--- src/rtl/led_blink_sequencer.sv ---
// led_blink_sequencer: steps led_blinker through rate codes with dwell/gap timing, plus manual pass-through.
// Optional SEQ_LOOP_EN: wrap to step 0 after the last gap instead of returning to idle.
module led_blink_sequencer #(
  parameter int DWELL_CYCLES = 100000,
  parameter int PAUSE_CYCLES = 1000,
  parameter int NUM_STEPS    = 4
) (
  input  logic       i_clock,
  input  logic       i_reset,
  input  logic       i_start,
  input  logic       i_stop,
  input  logic       i_manual,
  input  logic [1:0] i_man_sel,
  output logic       o_enable,
  output logic       o_switch_1,
  output logic       o_switch_2,
  output logic [1:0] o_step,
  output logic       o_busy,
  output logic       o_done
);
  localparam int MAXC = DWELL_CYCLES > PAUSE_CYCLES ? DWELL_CYCLES : PAUSE_CYCLES;
  localparam int CW = $clog2(MAXC) + 1;
  typedef enum logic [1:0] {IDLE, RUN, GAP} state_t;
  state_t state;
  logic [CW-1:0] cnt;
  logic [1:0] sw;
  logic dwell_end, gap_end, step_end, last_step;
  assign dwell_end = cnt == CW'(DWELL_CYCLES - 1);
  assign gap_end = cnt == CW'(PAUSE_CYCLES - 1);
  // with no pause the dwell end doubles as the step end
  assign step_end = state == RUN ? dwell_end && PAUSE_CYCLES == 0 : state == GAP && gap_end;
  assign last_step = o_step == 2'(NUM_STEPS - 1);
  assign o_switch_1 = sw[1];
  assign o_switch_2 = sw[0];
  always_ff @(posedge i_clock or posedge i_reset)
    if (i_reset) begin
      state <= IDLE;
      cnt <= '0;
      sw <= 2'b00;
      o_step <= 2'd0;
      o_enable <= 1'b0;
      o_busy <= 1'b0;
      o_done <= 1'b0;
    end else begin
      o_done <= 1'b0;
      if (i_stop) begin
        state <= IDLE;
        cnt <= '0;
        sw <= 2'b00;
        o_step <= 2'd0;
        o_enable <= 1'b0;
        o_busy <= 1'b0;
      end else if (state == IDLE) begin
        if (i_start && !i_manual) begin
          state <= RUN;
          cnt <= '0;
          sw <= 2'b00;
          o_step <= 2'd0;
          o_enable <= 1'b1;
          o_busy <= 1'b1;
        end else begin
          o_enable <= i_manual;
          sw <= i_manual ? i_man_sel : 2'b00;
        end
      end else if (step_end) begin
        cnt <= '0;
        if (!last_step) begin
          state <= RUN;
          o_step <= o_step + 2'd1;
          sw <= o_step + 2'd1;
          o_enable <= 1'b1;
        end else begin
          o_done <= 1'b1;
          o_step <= 2'd0;
          sw <= 2'b00;
`ifdef SEQ_LOOP_EN
          state <= RUN;
          o_enable <= 1'b1;
`else
          state <= IDLE;
          o_enable <= 1'b0;
          o_busy <= 1'b0;
`endif
        end
      end else if (state == RUN && dwell_end) begin
        state <= GAP;
        cnt <= '0;
        o_enable <= 1'b0;
      end else
        cnt <= cnt + CW'(1);
    end
endmodule

--- config.mk ---
export PLATFORM = sky130hd
export DESIGN_NAME = led_blink_sequencer
export DESIGN_NICKNAME = d
export VERILOG_FILES = /design/src/rtl/led_blink_sequencer.sv
export SDC_FILE = /design/constraint.sdc
export NUM_CORES = 1
export LEC_CHECK = 0
export ABC_CLOCK_PERIOD_IN_PS = 2660
export BUFFER_PORTS_ARGS = -buffer_cell sky130_fd_sc_hd__buf_4
export CAP_MARGIN = 0
export CORE_MARGIN = 2
export CORE_UTILIZATION = 40
export CTS_CLUSTER_DIAMETER = 50
export CTS_CLUSTER_SIZE = 20
export DETAILED_ROUTE_END_ITERATION = 16
export SLEW_MARGIN = 20
export SYNTH_ARGS = -nofsm -noshare
export SYNTH_HDL_FRONTEND = slang
export SYNTH_SLANG_ARGS = --single-unit
--- constraint.sdc ---
create_clock -name i_clock -period 2.66 [get_ports i_clock]
set_input_delay 0.133 -clock i_clock [delete_from_list [all_inputs] [get_ports i_clock]]
set_output_delay 0.133 -clock i_clock [all_outputs]
set_load 0.005 [all_outputs]
==> summary.txt <==
Place
  – # port buffers: 13
  – GPL Wtd Cong: 0.810
  – Post-DP HPWL: 2300 µm

Synthesis
  – Syn avg cell area: 10.1 µm²
  – Post-Synth XOR/XNOR Area: 7.12%
  – Syn Nets: 155
  – Simple-gate area share of the yosys netlist: 28.5%
  – Register bit total from synthesis: 27
  – Synth Instances: 146
  – Compound-Gate Fraction of Synth Area: 12.0%
  – Post-Syn Area: 0.00148 mm²
  – Synth top area cells: dfrtp_1, xor2_1, nor2_1
  – Yosys cell types: 40
  – Yosys top cell area share: 45.8%
  – YS warnings: 0
  – Seq/Total Area, Yosys: 45.8%
  – Adder-cell share of the synthesized area: 1.70%
  – Largest family of logic cells by synthesized area: simple AND/OR/NAND/NOR gates
  – Post-synthesis mux area share: 1.53%
  – Synth area leader: dfrtp_1

Worst setup path
  – CP bufs+invs: 0
  – Cell mode on critical path: and3_1
  – Slowest CP cell: a211oi_2
  – Crit-path max FO: 7
  – CP required: 2870 ps
  – CP max stage delay: 550 ps
  – CP Cell Sequence: ha_1 > and3_1 > and3_1 > a211oi_2 > and2_1 > mux2_2
  – Top Family by Delay on Critical Path: simple AND/OR/NAND/NOR gates
  – Startpoint class of the critical path: flip-flop
  – CP Capture Type: flip-flop
  – Arr. time, crit path: 2530 ps
  – Critical path type: flip-flop to flip-flop

Final layout
  – Antenna diodes: 0
  – Post-Route Utilization: 46.4%
  – Most common cell after layout, fill and taps aside: dfrtp_1
  – Number of fill cells in the layout: 357
  – Layout cells sized above 1: 18.0%
  – Final #Nets: 171
  – Most frequent cells in the layout: dfrtp_1, nor2_1, buf_4
  – Post-synthesis to final-layout area growth: 13.3%

Global route
  – GRT Total Usage: 17.1%
  – Pin count of the biggest net entering global routing: 28
  – Initial antenna violation count: 0
  – Global-route wire length before repair: 5450 µm
  – Vias in the first global route: 1,178
  – GRT Residual Overflow: 0

Clock network
  – Post-CTS Setup Inserts: 0
  – Reg clk slew, reported paths: 80 ps
  – Worst skew pair latency: 270 ps
  – Root Driver: clkbuf_8
  – Max Buffers Root-to-Sink: 2
  – CTS sink count: 27
  – H-tree depth: 1
  – TritonCTS clock tree: yes
  – CTS Buf Count: 3

Route
  – Wire per inst: 15.0 µm
  – WL final: 3140 µm
  – Routed Antenna Nets: 0
  – Vias: 1,160
  – DRC Markers: 0
  – Via density: 5.55
  – DR pass1 iterations: 4
  – Iteration-0 DRC Markers: 84

Pwr
  – Combinational group share of total power: 13.9%
  – Power Internal: 574 µW
  – Peak VDD IR: 0.000288 V
  – Leakage: 0.764 nW
  – PD cells: 459 mW/mm²
  – Seq pwr share: 56.3%
  – Switch Pwr: 194 µW
  – Sw Ratio: 25.2%
  – Clock power share: 29.8%

Status
  – Outcome: complete, no violations

Timing
  – Relative slew slack: 61.3%
  – Unrepaired setup endpoints after global routing: false
  – Worst slew pin tran: 579 ps
  – Period utilization: 87.1%
  – # setup viols final: 0
  – Worst Clk Skew: 4.66 ps
  – Post-layout minimum cycle time: 2320 ps
  – Fmax achieved: 0.432 GHz
  – Setup TNS: 0 ps
  – Final Max Slew Viols: 0
  – Final Hold Fails: 0

Worst hold path
  – Min-delay worst type: input port to flip-flop

Floorplanning
  – # rows: 22
  – Core area: 0.00361 mm²
  – Initial core utilization: 40.9%
  – Die Area: 0.00419 mm²
  – Top Ports: 14
  – DIE HEIGHT: 64.7 µm
  – Die X: 64.7 µm

Job
  – Max cap viols: 0
[area by class of cell]
class	instances	area [µm²]	share of cell area [%]
multi-input cells	110	753	45.1
flip-flops and latches	27	676	40.4
repair buffers	16	123	7.34
well taps	48	60.1	3.59
clock buffers	4	45.0	2.69
inverters	4	15.0	0.898
[power groups by stage]
stage / clock network [mW] / registers (mW) / logic [mW]
floorplan: 0 / 0.439 / 0.0714
global placement: 0 / 0.440 / 0.104
global route: 0.262 / 0.435 / 0.120
CTS: 0.241 / 0.432 / 0.106
finish: 0.229 / 0.432 / 0.107
detailed placement: 0 / 0.440 / 0.105
[worst paths after layout]
| check | startpoint | end | slack (ps) | cells after the start |
|---|---|---|---|---|
| worst max register to register | cnt[0] | cnt[0] | 340 | 6 |
| max in group asynchronous | i_reset | cnt[4] | 1800 | 3 |
| worst min-delay path | i_stop | o_busy | 120 | 2 |
| worst min register to register | sw[0] | sw[0] | 510 | 1 |
| worst max-delay path | cnt[0] | cnt[0] | 340 | 6 |
| min in group asynchronous | i_reset | o_step[0] | 480 | 3 |
[sequential cells by signal, summed over array words and instances (netlist names)]
signal    count
state         2
cnt          18
o_busy        1
sw            2
o_enable      1
o_done        1
o_step        2
[layer usage]
layer / routed length, µm / GRT usage [%] / up-vias
li1: - / - / 563
met1: 1520 / 23.9 / 567
met2: 1490 / 26.7 / 26
met3: 114 / 4.17 / 4
met4: 25 / 3.99 / 0
met5: 0 / 0 / -
[timing repair]
item,in CTS,in global routing
resized for setup,0,1
hold endpoints to repair,0,27
endpoints found under the setup margin,0,12
hold buffers,0,1
[metrics by stage]
stage               hold WS (ps)  power, mW  instances  setup slack (ps)  instance area [µm²]
floorplan                    186      0.510        146               634                 1480
global placement             404      0.544        204               274                 1610
detailed placement           410      0.546        204               145                 1610
CTS                          110      0.779        208               128                 1660
global route                 114      0.816        209               224                 1670
finish                       122      0.768        209               344                 1670
[cells in the mapped netlist, drive strengths merged]
cell	instances
a211o	2
nand3	8
and2	4
a221o	1
nand3b	1
or3	2
a22o	5
buf	3
nor4	1
nor4b	2
or2	1
o311a	2
and3	7
nor2	20
or4	1
nor2b	1
a21o	1
xor2	9
or4b	1
inv	4
a32o	1
nand4	6
clkbuf	2
mux2	2
o2bb2ai	1
and4	1
a21oi	6
nor3b	1
dfrtp	27
ha	2
a211oi	1
nand2	7
nor3	7
xnor2	3
a22oi	1
nand4b	1
a31o	1
[logic make-up after synthesis]
group,Yosys count
buffers and inverters,9
and+or+nand+nor,72
DFF,27
xor gates and xnor gates,12
AOI/OAI and AO/OA,22
adders and majority gates,2
muxes,2
Power figures use the tool's default switching activity.
